[src/rtl/rr_sel6_sched_if.sv]
// rr_sel6_sched_if: request/beat bus between six requesters, the scheduler and the downstream sink.
//   master: drives req_en, in_valid, in_last, in0..in5, out_ready; observes in_ready, sel, out_*.
//   slave : the scheduler side (mirror of master).
interface rr_sel6_sched_if #(parameter int WIDTH = 8);
  logic [5:0]       req_en;
  logic [5:0]       in_valid;
  logic [5:0]       in_last;
  logic [5:0]       in_ready;
  logic [WIDTH-1:0] in0, in1, in2, in3, in4, in5;
  logic [2:0]       sel;
  logic             out_valid;
  logic             out_last;
  logic [2:0]       out_src;
  logic [WIDTH-1:0] out_data;
  logic             out_ready;
  modport master (
    output req_en, in_valid, in_last, in0, in1, in2, in3, in4, in5, out_ready,
    input  in_ready, sel, out_valid, out_last, out_src, out_data
  );
  modport slave (
    input  req_en, in_valid, in_last, in0, in1, in2, in3, in4, in5, out_ready,
    output in_ready, sel, out_valid, out_last, out_src, out_data
  );
endinterface

[src/rtl/rr_sel6_sched.sv]
// rr_sel6_sched: six-way round-robin packet scheduler; locks onto one requester until its last beat.
//   clk   : rising-edge clock
//   rst_n : asynchronous active-low reset
//   bus   : slave side of rr_sel6_sched_if (requests, per-requester beats, registered output beat)
module rr_sel6_sched #(parameter int WIDTH = 8) (
  input logic             clk,
  input logic             rst_n,
  rr_sel6_sched_if.slave  bus
);
  typedef enum logic {IDLE, LOCK} state_t;
  state_t           r_state;
  logic [2:0]       r_ptr;
  logic [2:0]       r_sel;
  logic             r_out_valid;
  logic             r_out_last;
  logic [2:0]       r_out_src;
  logic [WIDTH-1:0] r_out_data;
  logic [5:0]       w_elig;
  logic [5:0]       w_ready;
  logic             w_free;
  logic             w_xfer;
  logic             w_last;
  logic [2:0]       w_pick;
  logic [3:0]       w_idx;
  logic [WIDTH-1:0] w_in [8];
  assign w_elig  = bus.in_valid & bus.req_en;
  assign w_free  = !r_out_valid || bus.out_ready;
  assign w_ready = (r_state == LOCK && w_free) ? 6'd1 << r_sel : 6'd0;
  assign w_xfer  = |(bus.in_valid & w_ready);
  assign w_last  = |(bus.in_last & w_ready);
  always_comb begin
    w_in[0] = bus.in0;
    w_in[1] = bus.in1;
    w_in[2] = bus.in2;
    w_in[3] = bus.in3;
    w_in[4] = bus.in4;
    w_in[5] = bus.in5;
    w_in[6] = '0;
    w_in[7] = '0;
  end
  // Walk the search order backwards so the candidate closest to ptr is written last and wins.
  always_comb begin
    w_pick = 3'd0;
    w_idx  = 4'd0;
    for (int k = 5; k >= 0; k--) begin
      w_idx = {1'b0, r_ptr} + 4'(k);
      w_idx = (w_idx >= 4'd6) ? w_idx - 4'd6 : w_idx;
      if (w_elig[w_idx[2:0]]) w_pick = w_idx[2:0];
    end
  end
  always_ff @(posedge clk or negedge rst_n) begin
    if (!rst_n) begin
      r_state     <= IDLE;
      r_ptr       <= 3'd0;
      r_sel       <= 3'd7;
      r_out_valid <= 1'b0;
      r_out_last  <= 1'b0;
      r_out_src   <= 3'd0;
      r_out_data  <= '0;
    end else begin
      if (r_state == IDLE) begin
        if (|w_elig) begin
          r_state <= LOCK;
          r_sel   <= w_pick;
        end
      end else if (w_xfer && w_last) begin
        r_state <= IDLE;
        r_sel   <= 3'd7;
        r_ptr   <= (r_sel == 3'd5) ? 3'd0 : r_sel + 3'd1;
      end
      if (w_xfer) begin
        r_out_valid <= 1'b1;
        r_out_last  <= w_last;
        r_out_src   <= r_sel;
        r_out_data  <= w_in[r_sel];
      end else if (bus.out_ready) begin
        r_out_valid <= 1'b0;
      end
    end
  end
  assign bus.in_ready  = w_ready;
  assign bus.sel       = r_sel;
  assign bus.out_valid = r_out_valid;
  assign bus.out_last  = r_out_last;
  assign bus.out_src   = r_out_src;
  assign bus.out_data  = r_out_data;
endmodule

[src/flat_wrapper.sv]
// flat-port wrapper written by rule: the top's interface ports become plain ports
module rr_sel6_sched_flat 
#(parameter int WIDTH = 8)
  (clk, rst_n, bus_req_en, bus_in_valid, bus_in_last, bus_in0, bus_in1, bus_in2, bus_in3, bus_in4, bus_in5, bus_out_ready, bus_in_ready, bus_sel, bus_out_valid, bus_out_last, bus_out_src, bus_out_data);
  rr_sel6_sched_if #(.WIDTH(WIDTH)) bus_i ();
  input logic clk;
  input logic rst_n;
  input wire logic [$bits(bus_i.req_en)-1:0] bus_req_en;
  input wire logic [$bits(bus_i.in_valid)-1:0] bus_in_valid;
  input wire logic [$bits(bus_i.in_last)-1:0] bus_in_last;
  input wire logic [$bits(bus_i.in0)-1:0] bus_in0;
  input wire logic [$bits(bus_i.in1)-1:0] bus_in1;
  input wire logic [$bits(bus_i.in2)-1:0] bus_in2;
  input wire logic [$bits(bus_i.in3)-1:0] bus_in3;
  input wire logic [$bits(bus_i.in4)-1:0] bus_in4;
  input wire logic [$bits(bus_i.in5)-1:0] bus_in5;
  input wire logic [$bits(bus_i.out_ready)-1:0] bus_out_ready;
  output wire logic [$bits(bus_i.in_ready)-1:0] bus_in_ready;
  output wire logic [$bits(bus_i.sel)-1:0] bus_sel;
  output wire logic [$bits(bus_i.out_valid)-1:0] bus_out_valid;
  output wire logic [$bits(bus_i.out_last)-1:0] bus_out_last;
  output wire logic [$bits(bus_i.out_src)-1:0] bus_out_src;
  output wire logic [$bits(bus_i.out_data)-1:0] bus_out_data;
  assign bus_i.req_en = bus_req_en;
  assign bus_i.in_valid = bus_in_valid;
  assign bus_i.in_last = bus_in_last;
  assign bus_i.in0 = bus_in0;
  assign bus_i.in1 = bus_in1;
  assign bus_i.in2 = bus_in2;
  assign bus_i.in3 = bus_in3;
  assign bus_i.in4 = bus_in4;
  assign bus_i.in5 = bus_in5;
  assign bus_i.out_ready = bus_out_ready;
  assign bus_in_ready = bus_i.in_ready;
  assign bus_sel = bus_i.sel;
  assign bus_out_valid = bus_i.out_valid;
  assign bus_out_last = bus_i.out_last;
  assign bus_out_src = bus_i.out_src;
  assign bus_out_data = bus_i.out_data;
  rr_sel6_sched #(.WIDTH(WIDTH)) u_core (.clk(clk), .rst_n(rst_n), .bus(bus_i));
endmodule
[config.mk]
export PLATFORM = sky130hd
export DESIGN_NAME = rr_sel6_sched_flat
export DESIGN_NICKNAME = d
export VERILOG_FILES = /design/src/rtl/rr_sel6_sched_if.sv /design/src/rtl/rr_sel6_sched.sv /design/src/flat_wrapper.sv
export SDC_FILE = /design/constraint.sdc
export NUM_CORES = 1
export LEC_CHECK = 0
export ABC_AREA = 1
export BUFFER_PORTS_ARGS = -buffer_cell sky130_fd_sc_hd__buf_2
export CORE_MARGIN = 3
export CORE_UTILIZATION = 45
export CTS_BUF_LIST = sky130_fd_sc_hd__clkbuf_8
export DETAILED_ROUTE_END_ITERATION = 12
export PLACE_DENSITY_LB_ADDON = 0.05
export SETUP_SLACK_MARGIN = 0.02
export SYNTH_ARGS = -nofsm -noshare
export SYNTH_HDL_FRONTEND = slang
export SYNTH_SLANG_ARGS = --single-unit
[constraint.sdc]
create_clock -name clk -period 3.9 [get_ports clk]
set_input_delay 0.585 -clock clk [delete_from_list [all_inputs] [get_ports clk]]
set_output_delay 0.585 -clock clk [all_outputs]
set_load 0.1 [all_outputs]
Yosys cells after proc, flatten, opt, wreduce, memory -nomap -nowiden
Cells that the tools add are included.

Logic and storage cells: 87. Memories: 0. Output and inout bits: 22. ROM bits: 0. RAM bits: 0. Register bits: 20. Input bits: 69. Bits in latches: 0.

Divide/modulo/power cells: 0. Mux-type cells: 37. Add/subtract/negate cells: 12. Multipliers: 0. Bitwise gates (word level): 4. Shift-type cells: 1. Reduce and logical (&&, ||, !) cells: 11. Equal/unequal tests: 2. $lt $le $gt $ge: 13.

Operators with widths (number): two-way mux 3 bit (16); binary-select mux 8 bit (select 3 bit) (1); less-than comparator 3 x 4 -> 1 bit, second input constant (6); greater-or-equal comparator 4 x 3 -> 1 bit, second input constant (5); AND 6 bit (3); binary-select mux 1 bit (select 3 bit) (6); OR reduction 6 bit (3); subtractor 3 bit, second input constant (6); two-way mux 8 bit (2); two-way mux 1 bit (11); adder 3 x 2 -> 4 bit, second input constant (2); adder 3 x 3 -> 4 bit, second input constant (2); two-way mux 6 bit (1); left shift 1 x 3 -> 6 bit, first input constant (1); adder 3 x 1 -> 4 bit, second input constant (1); greater-or-equal comparator 4 bit, second input constant (1); NOT 3 -> 4 bit (1); AND reduction 2 bit (2); nonzero test 2 bit (2); adder 3 x 1 -> 3 bit, second input constant (1); == test 3 bit, second input constant (1); greater-or-equal comparator 3 bit, second input constant (1); logical AND 1 bit (2); != test 2 bit, second input constant (1); 2 further kinds (2).

Logic depth before layout (Yosys ltp)
Gate-level depths: netlist (run 1).

Depth in word-level cells: 13. Gate-level depth with buffers: 18. Mapped depth without buffers: 18.

Worst setup path before layout (run 1)
OpenSTA, ideal clock, no wires.

Kind: register to register. From: reg u_core.r_sel[0], in the netlist u_core.bus.sel[0]. To: reg u_core.r_out_data[0], in the netlist u_core.bus.out_data[0]. Setup time: 138 ps. Slack: 276 ps. Required time: 3762 ps. Data arrival time: 3486 ps. Clock period less this slack: 3624 ps. Path buffers: 1. Cell stages (with the launch flop): 13. Path through: dfstp_2 -> nand2_1 -> clkinv_1 -> ha_1 -> inv_1 -> nor2_1 -> a22o_1 -> nor2_1 -> nand2_4 -> inv_2 -> buf_6 -> nand2_1 -> o221ai_1.

Word-level cells in the longest chain between the ends: 4. Elaborated cells between the ends (all ways): 8. Classes of those cells: 1 x shift; 4 x mux; 2 x bitwise; 1 x reduce/logical.

Ends and longest elaborated chain: start, declared (RTL line rr_sel6_sched.sv:13) `logic [2:0] r_sel;`; start signal, assigned (RTL line rr_sel6_sched.sv:64) `r_sel <= w_pick;`; left shift 1 x 3 -> 6 bit (RTL line rr_sel6_sched.sv:28) `assign w_ready = (r_state == LOCK && w_free) ? 6'd1 << r_sel : 6'd0;`; two-way mux 6 bit (RTL line rr_sel6_sched.sv:28); via bus_in_ready[3] (RTL line flat_wrapper.sv:18) `output wire logic [$bits(bus_i.in_ready)-1:0] bus_in_ready;`; AND 6 bit (RTL line rr_sel6_sched.sv:29) `assign w_xfer = |(bus.in_valid & w_ready);`; OR reduction 6 bit (RTL line rr_sel6_sched.sv:29); end signal, assigned (RTL line rr_sel6_sched.sv:75) `r_out_data <= w_in[r_sel];`; end, declared (RTL line rr_sel6_sched.sv:17) `logic [WIDTH-1:0] r_out_data;`.

The timed path passes the listed nets, and every way through them passes these cells. The select of a mux whose other input is x is not followed. A chain may end at the register's enable or synchronous reset.

Final worst setup path (run 1)
From: reg u_core.r_sel[0], in the netlist u_core.bus.sel[0]. To: out bus_in_ready[3].

Word-level cells in the longest chain between the ends: 2.

Ends and longest elaborated chain (RTL line): left shift 1 x 3 -> 6 bit (rr_sel6_sched.sv:28); two-way mux 6 bit (rr_sel6_sched.sv:28); end, declared (flat_wrapper.sv:18).

No other way between the ends.

==> impl_table.tex, run 1 <==
\begin{tabular}{lr}
\hline
Metric & Value \\
\hline
\multicolumn{2}{l}{\textbf{Worst hold path}} \\
\quad HP Class & input port to asynchronous set/reset pin \\
\multicolumn{2}{l}{\textbf{CTS}} \\
\quad Count of instances resized after the clock tree is built & 0 \\
\quad Clock latency of the later-clocked register in the worst-skew pair & 260 ps \\
\quad Hold\_buf cts & 0 \\
\quad TritonCTS Buffers & 3 \\
\quad CTS tree & built \\
\quad Buffers inserted by post-CTS timing repair & 0 \\
\quad CTS Root Buffer Type & clkbuf\_8 \\
\quad Bufs on Longest Clock Path & 2 \\
\quad H-tree Lvls & 1 \\
\quad Clock slew at reported path FFs & 80 ps \\
\quad Number of sinks handled by clock tree synthesis & 20 \\
\multicolumn{2}{l}{\textbf{Die}} \\
\quad Die extent in x & 73.2 µm \\
\quad Top-level I/O count & 91 \\
\quad Floorplan core area & 4170 µm² \\
\quad Floorplan row count & 23 \\
\quad Initial cell density of the core & 48.8\% \\
\quad Die Outline Area & 5360 µm² \\
\quad Die Ht & 73.2 µm \\
\multicolumn{2}{l}{\textbf{Place}} \\
\quad GP Congestion & 0.890 \\
\quad Final HPWL DP & 5150 µm \\
\quad Count of buffers from port buffering & 90 \\
\multicolumn{2}{l}{\textbf{STA}} \\
\quad Final number of setup-violating endpoints & 0 \\
\quad Max\_slew headroom & 57.2\% \\
\quad Setup TNS after final layout & 0 ps \\
\quad Final setup skew & 3.49 ps \\
\quad Endpoints failing hold & 0 \\
\quad Slew of the pin with the lowest slew margin & 640 ps \\
\quad Max-slew violation total from the final report & 0 \\
\quad Unrepaired setup endpoints after global routing & no \\
\quad Minimum clock period after layout & 2710 ps \\
\quad Share of the clock period used by the worst path & 69.4\% \\
\quad Max Clk Rate & 0.370 GHz \\
\multicolumn{2}{l}{\textbf{Critical path}} \\
\quad Critical path capture point type & output port \\
\quad Reg-to-reg critical path startpoint & u\_core.r\_ptr[0] \\
\quad Data arrival time of the critical path & 2120 ps \\
\quad Largest driver fanout on the critical path & 9 \\
\quad Critical Setup Path Class & register to output port \\
\quad CP Launch Type & register \\
\quad FF-to-FF setup slack & 1240 ps \\
\quad Number of cell instances on the worst register-to-register path & 13 \\
\quad Reg-to-reg endpoint & u\_core.bus.sel[0] \\
\quad CP required & 3310 ps \\
\multicolumn{2}{l}{\textbf{Logic synthesis}} \\
\quad Synthesized netlist net count & 408 \\
\quad Seq cells post-synth & 20 \\
\quad Count of different cell masters after synthesis & 36 \\
\quad Count of warnings emitted by yosys & 0 \\
\quad Cells after synthesis & 330 \\
\quad Part of the Yosys area used for sequential elements & 24.8\% \\
\quad Average cell area after synthesis & 6.17 µm² \\
\quad Total standard cell area after synthesis & 2030 µm² \\
\multicolumn{2}{l}{\textbf{Drt}} \\
\quad Via count & 2496 \\
\quad Residual DRC count & 0 \\
\quad Initial detailed-routing violation count & 180 \\
\quad Antenna-violating nets left & 0 \\
\quad Routed wire length & 6330 µm \\
\quad Initial DRT Pass Iterations & 5 \\
\quad Final routed wire length divided by cell count & 13.5 µm \\
\quad Vias per std cell & 5.33 \\
\multicolumn{2}{l}{\textbf{Layout}} \\
\quad P\&R area growth vs syn & 26.9\% \\
\quad Share of final-layout standard cells stronger than drive strength 1 & 27.3\% \\
\quad Filler Cell Count & 408 \\
\quad Nets@finish & 497 \\
\quad Register area & 504 µm² \\
\quad Antenna Diode Count & 0 \\
\quad Multi-input logic area & 1330 µm² \\
\multicolumn{2}{l}{\textbf{GRT}} \\
\quad Overflow left after global routing & 0 \\
\quad Via count of the first global-routing pass & 2151 \\
\quad Pin count of the biggest net entering global routing & 21 \\
\quad Global Route Usage Sum & 23.4\% \\
\quad Global-route wire length before repair & 10000 µm \\
\quad Initial antenna violation count & 0 \\
\multicolumn{2}{l}{\textbf{Run status}} \\
\quad Status & complete, no violations \\
\multicolumn{2}{l}{\textbf{Flow run}} \\
\quad Count of maximum capacitance violations & 0 \\
\hline
\end{tabular}
synthesized netlist by cell type, drive strengths merged:
cell | instances | area [µm²]
a21boi | 1 | 7.51
a41oi | 1 | 8.76
o21ai | 14 | 70.1
dfrtp | 17 | 425
xor2 | 1 | 8.76
xnor2 | 1 | 8.76
and2 | 1 | 6.26
buf | 5 | 37.5
o31ai | 1 | 7.51
clkinv | 1 | 3.75
a31oi | 4 | 25.0
a21oi | 12 | 60.1
nand3 | 25 | 125
inv | 40 | 150
nor2 | 29 | 129
nand3b | 2 | 15.0
a32oi | 4 | 35.0
ha | 9 | 113
dfstp | 3 | 78.8
clkbuf | 2 | 7.51
or2 | 1 | 6.26
o221ai | 3 | 26.3
nor3 | 3 | 31.3
nand4 | 9 | 56.3
a22oi | 8 | 60.1
nand2 | 130 | 505
a22o | 3 | 26.3
worst max-delay path by stage:
| stage | startpoint | end | slack, ps | cells after the start |
|---|---|---|---|---|
| after CTS | u_core.bus.sel[0] | bus_in_ready[3] | 1190 | 6 |
| final | u_core.bus.sel[0] | bus_in_ready[3] | 1190 | 6 |
| after floorplan | u_core.bus.sel[0] | u_core.bus.out_data[0] | 280 | 12 |
| after global routing | u_core.r_ptr[0] | u_core.bus.sel[0] | 1010 | 13 |
| after detailed placement | u_core.r_ptr[0] | u_core.bus.sel[0] | 1280 | 13 |
| after global placement | u_core.r_ptr[0] | u_core.bus.sel[0] | 1420 | 13 |
registers in the layout (all words and copies together) (netlist names):
name,count
u_core.r_state,1
u_core.bus.out_src,3
u_core.bus.out_valid,1
u_core.r_ptr,3
u_core.bus.out_last,1
u_core.bus.sel,3
u_core.bus.out_data,8
cell families after synthesis:
group	after synthesis	synth area share [%]
AND/OR/NAND/NOR	200	43.0
AO/OA/AOI/OAI	51	16.1
buffers and inverters	48	9.78
XOR/XNOR	2	0.861
adder cells (fa/ha/maj)	9	5.54
flip-flops	20	24.8
per-stage QoR:
stage                     instance area [µm²]  cells  utilization [%]  worst slack [ps]  hold WS, ps
final                                    2580    468             61.9              1190          274
after global routing                     2580    468             61.9              1010          297
after CTS                                2580    468             61.9              1190          283
after detailed placement                 2510    464             60.1              1280          458
after global placement                   2510    464             60.1              1420          449
after floorplan                          2030    330                -               276          289
metal layers:
metal	vias up	share of wire, %	track usage (%)
met4	0	0.28	2.87
met2	102	46	36.1
met3	2	7.5	3.58
met5	-	0	0
li1	1265	-	-
met1	1127	47	35.1
cells in the final DEF, fill, tap and decap left out, types with 3 or more instances in the layout:
cell and n:
nor2_1 25, nand4_1 9, a21oi_1 12, dfrtp_1 17
inv_1 34, o21ai_0 12, nand2_1 127, nand3_1 25
buf_2 90, a31oi_1 4, a22oi_1 8, a22o_1 3
a32oi_1 4, ha_1 9, o221ai_1 3, clkbuf_8 3
dfstp_2 3, inv_2 6
area by class of cell:
type / count / area share (%)
clock inverter: 1 / 1.16
multi-input combinational: 262 / 51.6
timing repair buffer: 91 / 17.7
sequential: 20 / 19.5
clock buffer: 3 / 1.60
inverter: 41 / 5.96
tap: 50 / 2.42
worst max-delay path, stage by stage (launching register included):
cell	delay, ps
dfstp_2	650
nand2_1	80
clkinv_1	190
ha_1	190
inv_1	40
nor2_1	220
buf_2	480
Power of run 1 is not shown: default switching activity piles up to over one toggle a cycle in this logic, so the estimate is an artifact.
==> run 2: changes to the inputs <==
clock period = 2.65 ns   (was 3.9 ns; I/O delays follow)
==> run 2 against run 1 <==
Against the previous run: clock skew down 0.91 ps; first-iteration DRC count is 15% lower; register-to-register slack got worse by 1000 ps; critical path type unchanged; largest cell class unchanged.
==> impl_table.tex, run 2 (same netlist as run 1, synthesis figures left out) <==
\begin{tabular}{lr}
\hline
Metric & Value \\
\hline
\multicolumn{2}{l}{\textbf{STA}} \\
\quad Endpoints failing hold & 0 (unchanged) \\
\quad Setup TNS after final layout & 0 ps (unchanged) \\
\quad Final hold slack & 75.4 ps (was 274 ps) \\
\quad Max Clk Rate & 0.407 GHz \\
\quad Minimum clock period after layout & 2460 ps \\
\quad Unrepaired setup endpoints after global routing & no (unchanged) \\
\quad Share of the clock period used by the worst path & 92.6\% \\
\quad Max\_slew headroom & 57.9\% (was 57.2\%) \\
\quad Final number of setup-violating endpoints & 0 (unchanged) \\
\quad Slew of the pin with the lowest slew margin & 626 ps (was 640 ps) \\
\quad Max-slew violation total from the final report & 0 (unchanged) \\
\quad Final setup skew & 2.58 ps (was 3.49 ps) \\
\multicolumn{2}{l}{\textbf{Layout}} \\
\quad Commonest non-fill, non-tap cells in the layout & 127 x nand2\_1, 90 x buf\_2, 35 x inv\_1, 25 x nand3\_1, 22 x nor2\_1 (was 127 x nand2\_1, 90 x buf\_2, 34 x inv\_1, 25 x nor2\_1, 25 x nand3\_1) \\
\quad Multi-input logic area & 1370 µm² (was 1330 µm²) \\
\quad Register area & 513 µm² (was 504 µm²) \\
\quad P\&R area growth vs syn & 28.9\% (was 26.9\%) \\
\quad Antenna Diode Count & 0 (unchanged) \\
\quad Share of final-layout standard cells stronger than drive strength 1 & 28.3\% (was 27.3\%) \\
\quad Most common library cell in the layout ignoring fill and taps & nand2\_1 (unchanged) \\
\quad Flip-flop count of the largest register, all copies and words added & 8 (unchanged) \\
\quad Filler Cell Count & 390 (was 408) \\
\quad Final design area excluding fillers & 2620 µm² (was 2580 µm²) \\
\quad Nets@finish & 499 (was 497) \\
\multicolumn{2}{l}{\textbf{CTS}} \\
\quad CTS tree & built (unchanged) \\
\quad Clock slew at reported path FFs & 70 ps (was 80 ps) \\
\quad Bufs on Longest Clock Path & 2 (unchanged) \\
\quad TritonCTS Buffers & 3 (unchanged) \\
\quad Clock latency of the later-clocked register in the worst-skew pair & 260 ps (about the same) \\
\quad Number of sinks handled by clock tree synthesis & 20 (unchanged) \\
\quad Hold\_buf cts & 0 (unchanged) \\
\quad H-tree Lvls & 1 (unchanged) \\
\quad CTS Root Buffer Type & clkbuf\_8 (unchanged) \\
\multicolumn{2}{l}{\textbf{GRT}} \\
\quad Global Route Usage Sum & 22.9\% (was 23.4\%) \\
\quad Via count of the first global-routing pass & 2224 (was 2151) \\
\quad Pin count of the biggest net entering global routing & 21 (unchanged) \\
\quad Met3 GRT Util & 3.58\% (unchanged) \\
\quad Met2 track utilization from global routing & 35.9\% (was 36.1\%) \\
\quad Met1 Track Usage GR & 32.5\% (was 35.1\%) \\
\quad Initial antenna violation count & 0 (unchanged) \\
\quad Global-route wire length before repair & 9740 µm (was 10000 µm) \\
\quad Overflow left after global routing & 0 (unchanged) \\
\quad Most crowded layer after global routing & met2 (unchanged) \\
\multicolumn{2}{l}{\textbf{Drt}} \\
\quad Antenna-violating nets left & 0 (unchanged) \\
\quad Vias per std cell & 5.17 (was 5.33) \\
\quad Initial detailed-routing violation count & 153 (was 180) \\
\quad Via count & 2429 (was 2496) \\
\quad Final routed wire length divided by cell count & 12.7 µm (was 13.5 µm) \\
\quad Residual DRC count & 0 (unchanged) \\
\quad Routed wire length & 5980 µm (was 6330 µm) \\
\quad Initial DRT Pass Iterations & 4 (was 5) \\
\multicolumn{2}{l}{\textbf{Place}} \\
\quad Final HPWL DP & 4880 µm (was 5150 µm) \\
\quad Count of buffers from port buffering & 90 (unchanged) \\
\quad Total cell area at the placement stage & 2560 µm² (was 2510 µm²) \\
\quad GP Congestion & 0.868 (was 0.890) \\
\multicolumn{2}{l}{\textbf{Critical path}} \\
\quad Cell breakdown of the critical path & inv\_4, nor2\_4, inv\_2, nor3\_4, buf\_2 (was nand2\_1, clkinv\_1, ha\_1, inv\_1, nor2\_1, buf\_2) \\
\quad CP required & 2250 ps (was 3310 ps) \\
\quad Slowest cell delay on critical path & 680 ps (was 650 ps) \\
\quad Critical Path Stages & 5 (was 6) \\
\quad Critical path capture point type & output port (unchanged) \\
\quad Crit path launch & u\_core.bus.sel[0] (unchanged) \\
\quad Critical Setup Path Class & register to output port (unchanged) \\
\quad Data arrival time of the critical path & 2060 ps (was 2120 ps) \\
\quad Reg-to-reg endpoint & u\_core.bus.sel[0] (unchanged) \\
\quad FF-to-FF setup slack & 240 ps (was 1240 ps) \\
\quad Number of cell instances on the worst register-to-register path & 13 (unchanged) \\
\quad Destination of the critical timing path & bus\_in\_ready[5] (was bus\_in\_ready[3]) \\
\quad Crit path max-delay cell type & dfstp\_4 (was dfstp\_2) \\
\quad Reg-to-reg critical path startpoint & u\_core.r\_ptr[1] (was u\_core.r\_ptr[0]) \\
\quad Crit path buf inv count & 3 (unchanged) \\
\quad CP Launch Type & register (unchanged) \\
\quad CP delay by family, top & flip-flops (was buffers and inverters) \\
\quad Largest driver fanout on the critical path & 9 (unchanged) \\
\multicolumn{2}{l}{\textbf{Die}} \\
\quad Die Outline Area & 5360 µm² (unchanged) \\
\quad Die Ht & 73.2 µm (unchanged) \\
\quad Initial cell density of the core & 48.8\% (unchanged) \\
\quad Top-level I/O count & 91 (unchanged) \\
\quad Floorplan row count & 23 (unchanged) \\
\quad Floorplan core area & 4170 µm² (unchanged) \\
\quad Die extent in x & 73.2 µm (unchanged) \\
\multicolumn{2}{l}{\textbf{Flow run}} \\
\quad Count of maximum capacitance violations & 0 (unchanged) \\
\multicolumn{2}{l}{\textbf{Worst hold path}} \\
\quad HP Class & input port to asynchronous set/reset pin (unchanged) \\
\multicolumn{2}{l}{\textbf{Run status}} \\
\quad Status & complete, no violations (unchanged) \\
\hline
\end{tabular}
-- run 2: per-stage QoR --
step	setup slack (ps)	std cells	util, %
floorplan	-228	330	-
global placement	222	465	61.4
detailed placement	188	465	61.4
CTS	168	469	62.6
global route	91.2	470	62.8
finish	195	470	62.8
-- run 2: worst reg2reg max path: stages (launching register included) --
cell and delay (ps):
dfrtp_2 450, inv_1 120, ha_1 400, or2_2 320, nand2_1 100, nand2_1 70, a21oi_1 220, nand3b_1 140
nand2_1 110, inv_1 90, nand2_1 50, nand2_1 50, nand3_1 70, a21oi_1 150
-- run 2: final cells by class --
cell class / instances / area share [%]
well taps: 50 / 2.39
repair buffers: 93 / 18.0
flip-flops and latches: 20 / 19.6
multi-input cells: 262 / 52.2
inverters: 41 / 6.06
clock inverters: 1 / 0.143
clock buffers: 3 / 1.57
-- run 2: what timing repair did --
item,4_1_cts,5_1_grt
pin swaps,0,0
buffers inserted,0,1
setup endpoints to repair,1,3
gates resized for setup,1,2
-- run 2: how the worst min path moves through the flow --
stage                             end  cells after the start
3_5_place_dp          u_core.r_ptr[0]                      1
2_1_floorplan  u_core.bus.out_data[0]                      0
5_1_grt          u_core.bus.out_valid                      1
3_3_place_gp     u_core.bus.out_valid                      1
6_report         u_core.bus.out_valid                      1
4_1_cts          u_core.bus.out_valid                      1
-- run 2: layer usage --
layer  wire length (µm)  vias to the layer above
met2               2760                       95
met4                 65                        0
met1               2660                     1064
li1                   -                     1260
met5                  0                        -
met3                500                       10
Power of run 2 is left out for the same reason.
==> run 3: changes to the inputs <==
ABC_AREA = default   (was 1)
==> run 3 against run 2 <==
Against the previous run: sequential cell count unchanged; first-iteration DRC count up 28%; fmax down 2.6%; hold slack better by 4.6 ps; final cell count down 11%; critical path type is now register to register; critical endpoint is now u_core.bus.sel[0].
==> impl_table.tex, run 3 <==
\begin{tabular}{lr}
\hline
Metric & Value \\
\hline
\multicolumn{2}{l}{\textbf{Logic synthesis}} \\
\quad Post-synth EDFFs & 0 (unchanged) \\
\quad Average cell area after synthesis & 8.25 µm² (was 6.17 µm²) \\
\quad Cell with the most instances after synthesis & nand2\_1 (unchanged) \\
\quad Total standard cell area after synthesis & 2210 µm² (was 2030 µm²) \\
\quad Share of the synthesized area in the top cell type & 19.2\% (was 23.4\%) \\
\quad Primary FF master, synth & dfrtp\_1 (unchanged) \\
\quad Count of different cell masters after synthesis & 58 (was 36) \\
\quad Ys async rst share & 100\% (unchanged) \\
\quad Synthesized netlist net count & 346 (was 408) \\
\quad Cells after synthesis & 268 (was 330) \\
\quad Part of the Yosys area used for sequential elements & 22.8\% (was 24.8\%) \\
\quad Area leader, netlist & dfrtp\_1 (was nand2\_1) \\
\quad Most frequent cells after synthesis & 30 x nand2\_1, 20 x o21ai\_0, 17 x dfrtp\_1 (was 127 x nand2\_1, 34 x inv\_1, 25 x nand3\_1, 25 x nor2\_1, 17 x dfrtp\_1) \\
\quad Count of warnings emitted by yosys & 0 (unchanged) \\
\quad Area contributors post-synth & dfrtp\_1 19\%, mux4\_2 6.1\%, mux2i\_1 5.4\%, ha\_1 5.1\%, nand2\_1 5.1\% (was nand2\_1 23\%, dfrtp\_1 21\%, inv\_1 6.3\%, nand3\_1 6.2\%, ha\_1 5.5\%) \\
\quad Seq cells post-synth & 20 (unchanged) \\
\multicolumn{2}{l}{\textbf{Drt}} \\
\quad Antenna-violating nets left & 0 (unchanged) \\
\quad Residual DRC count & 0 (unchanged) \\
\quad Initial detailed-routing violation count & 196 (was 153) \\
\quad Detailed route wirelength on metal2 & 2950 µm (was 2760 µm) \\
\quad Wl on met1 & 3160 µm (was 2660 µm) \\
\quad Final routed wire length divided by cell count & 15.8 µm (was 12.7 µm) \\
\quad Vias per std cell & 5.83 (was 5.17) \\
\quad Routed wire length & 6640 µm (was 5980 µm) \\
\quad Uppermost routed layer & met4 (unchanged) \\
\quad Detailed route wirelength on metal3 & 482 µm (was 500 µm) \\
\quad Initial DRT Pass Iterations & 4 (unchanged) \\
\quad Via count & 2447 (was 2429) \\
\multicolumn{2}{l}{\textbf{Critical path}} \\
\quad Critical Setup Path Class & register to register (was register to output port) \\
\quad CP delay by family, top & compound AO/OA/AOI/OAI gates (was flip-flops) \\
\quad Slowest cell delay on critical path & 490 ps (was 680 ps) \\
\quad Critical path capture point type & register (was output port) \\
\quad FF-to-FF setup slack & 130 ps (was 240 ps) \\
\quad Largest driver fanout on the critical path & 9 (unchanged) \\
\quad Data arrival time of the critical path & 2690 ps (was 2060 ps) \\
\quad Cell breakdown of the critical path & buf\_4, inv\_1, ha\_1, a2111o\_1, a222oi\_1, a311o\_1, a31oi\_1, a211oi\_1 (was inv\_4, nor2\_4, inv\_2, nor3\_4, buf\_2) \\
\quad Crit path max-delay cell type & a222oi\_1 (was dfstp\_4) \\
\quad CP Launch Type & register (unchanged) \\
\quad CP required & 2820 ps (was 2250 ps) \\
\quad Crit path buf inv count & 2 (was 3) \\
\multicolumn{2}{l}{\textbf{Worst hold path}} \\
\quad HP Class & input port to asynchronous set/reset pin (unchanged) \\
\multicolumn{2}{l}{\textbf{Die}} \\
\quad Top-level I/O count & 91 (unchanged) \\
\quad Die extent in x & 76.1 µm (was 73.2 µm) \\
\quad Die Ht & 76.1 µm (was 73.2 µm) \\
\quad Die Outline Area & 5790 µm² (was 5360 µm²) \\
\quad Floorplan row count & 24 (was 23) \\
\quad Floorplan core area & 4530 µm² (was 4170 µm²) \\
\quad Initial cell density of the core & 48.8\% (about the same) \\
\multicolumn{2}{l}{\textbf{CTS}} \\
\quad Buffers inserted by post-CTS timing repair & 0 (unchanged) \\
\quad Clock latency of the later-clocked register in the worst-skew pair & 260 ps (about the same) \\
\quad Hold\_buf cts & 0 (unchanged) \\
\quad CTS Root Buffer Type & clkbuf\_8 (unchanged) \\
\quad TritonCTS Buffers & 3 (unchanged) \\
\quad Clock slew at reported path FFs & 70 ps (about the same) \\
\quad H-tree Lvls & 1 (unchanged) \\
\quad Count of instances resized after the clock tree is built & 0 (was 1) \\
\quad Bufs on Longest Clock Path & 2 (unchanged) \\
\quad Number of sinks handled by clock tree synthesis & 20 (unchanged) \\
\quad CTS tree & built (unchanged) \\
\multicolumn{2}{l}{\textbf{Flow run}} \\
\quad Count of maximum capacitance violations & 0 (unchanged) \\
\multicolumn{2}{l}{\textbf{GRT}} \\
\quad Global-route wire length before repair & 11000 µm (was 9740 µm) \\
\quad Initial antenna violation count & 0 (unchanged) \\
\quad Global Route Usage Sum & 22.5\% (was 22.9\%) \\
\quad Pin count of the biggest net entering global routing & 30 (was 21) \\
\quad Via count of the first global-routing pass & 2201 (was 2224) \\
\quad Overflow left after global routing & 0 (unchanged) \\
\multicolumn{2}{l}{\textbf{Place}} \\
\quad Final HPWL DP & 5340 µm (was 4880 µm) \\
\quad Count of buffers from port buffering & 90 (unchanged) \\
\quad GP Congestion & 0.903 (was 0.868) \\
\quad Post-place setup slack & 142 ps (was 188 ps) \\
\multicolumn{2}{l}{\textbf{Layout}} \\
\quad Nets@finish & 434 (was 499) \\
\quad Filler Cell Count & 393 (was 390) \\
\quad Commonest non-fill, non-tap cells in the layout & 90 x buf\_2, 29 x nand2\_1, 20 x o21ai\_0, 17 x dfrtp\_1, 14 x buf\_4 (was 127 x nand2\_1, 90 x buf\_2, 35 x inv\_1, 25 x nand3\_1, 22 x nor2\_1) \\
\quad Register area & 515 µm² (was 513 µm²) \\
\quad Share of final-layout standard cells stronger than drive strength 1 & 40.8\% (was 28.3\%) \\
\quad Most common library cell in the layout ignoring fill and taps & buf\_2 (was nand2\_1) \\
\quad Antenna Diode Count & 0 (unchanged) \\
\quad Flip-flop count of the largest register, all copies and words added & 8 (unchanged) \\
\quad Multi-input logic area & 1680 µm² (was 1370 µm²) \\
\quad P\&R area growth vs syn & 32.5\% (was 28.9\%) \\
\multicolumn{2}{l}{\textbf{STA}} \\
\quad Share of the clock period used by the worst path & 95.1\% (was 92.6\%) \\
\quad Final number of setup-violating endpoints & 0 (unchanged) \\
\quad Final hold slack & 80.0 ps (was 75.4 ps) \\
\quad Final setup skew & 2.15 ps (was 2.58 ps) \\
\quad Setup ws final & 130 ps (was 195 ps) \\
\quad Slew of the pin with the lowest slew margin & 519 ps (was 626 ps) \\
\quad Max Clk Rate & 0.397 GHz (was 0.407 GHz) \\
\quad Max\_slew headroom & 65.3\% (was 57.9\%) \\
\quad Minimum clock period after layout & 2520 ps (was 2460 ps) \\
\quad Endpoints failing hold & 0 (unchanged) \\
\quad Max-slew violation total from the final report & 0 (unchanged) \\
\multicolumn{2}{l}{\textbf{Power}} \\
\quad Share of power burned in the clock network & 7.0\% \\
\quad Internal portion of total power & 0.00173 W \\
\quad Fraction of power consumed by sequential logic & 16.5\% \\
\quad Switch share & 59.2\% \\
\quad Net Switching & 0.00252 W \\
\quad Pwr Density & 1450 nW/µm² \\
\quad Leakage component of the power & 1.39 nW \\
\quad Worst VDD drop & 1.24 mV \\
\quad Part of the total power dissipated in combinational logic & 76.5\% \\
\multicolumn{2}{l}{\textbf{Run status}} \\
\quad Status & complete, no violations (unchanged) \\
\hline
\end{tabular}
[run 3: cell count changes after synthesis, moves of 7 or more]
| cell | delta |
|---|---|
| inv_1 | -27 |
| nand3_1 | -17 |
| nor2_1 | -13 |
| mux2_2 | +7 |
| nand2_1 | -97 |
| nor3_1 | +10 |
| clkbuf_1 | +7 |
| mux2i_1 | +12 |
| o21ai_0 | +8 |
[run 3: path summary, 6_finish.rpt]
kind                       cells after the start                      to                start
setup / recovery                               8       u_core.bus.sel[0]      u_core.r_ptr[2]
hold / removal                                 1  u_core.bus.out_data[2]                rst_n
hold reg to reg                                2     u_core.bus.out_last  u_core.bus.out_last
max in group asynchronous                      1       u_core.bus.sel[0]                rst_n
setup reg to reg                               8       u_core.bus.sel[0]      u_core.r_ptr[2]
min in group clk                               3    u_core.bus.out_valid        bus_out_ready
[run 3: metrics by stage]
| stage | setup TNS [ps] | area, µm² | std cells | total power, W | utilization [%] |
|---|---|---|---|---|---|
| final | 0 | 2930 | 420 | 0.00425 | 64.6 |
| after detailed placement | 0 | 2850 | 416 | 0.00392 | 62.7 |
| after global routing | -19.5 | 2930 | 420 | 0.00454 | 64.6 |
| after global placement | 0 | 2850 | 416 | 0.00389 | 62.7 |
| after CTS | 0 | 2920 | 420 | 0.00423 | 64.3 |
| after floorplan | -113 | 2360 | 268 | 0.00334 | - |
[run 3: power groups by stage]
stage	clock [W]	combinational, W	sequential (W)
after floorplan	0	0.00199	0.00136
after global placement	0	0.00319	0.000705
after detailed placement	0	0.00321	0.000707
after CTS	0.000310	0.00322	0.000699
after global routing	0.000321	0.00349	0.000737
final	0.000299	0.00325	0.000702
[run 3: final cells by class]
type	instances	area share, %
Tap cell	65	2.78
Sequential cell	20	17.6
Clock buffer	3	1.41
Multi-Input combinational cell	220	57.3
Clock inverter	1	1.02
Timing Repair Buffer	104	19.0
Inverter	7	0.897
[run 3: cell families after synthesis]
group | count (synthesis) | share of synthesized area (%)
mux | 25 | 15.1
fa+ha+maj | 9 | 5.09
xor+xnor | 5 | 1.98
compound gates | 82 | 25.4
simple gates | 99 | 24.1
buf+inv | 28 | 5.55
flops | 20 | 22.8
[run 3: metal layers]
layer | vias to the layer above | track usage [%]
li1 | 1202 | -
met1 | 1143 | 33.6
met2 | 95 | 34.0
met3 | 7 | 5.08
met4 | 0 | 2.90
met5 | - | 0
Power figures use the tool's default switching activity.
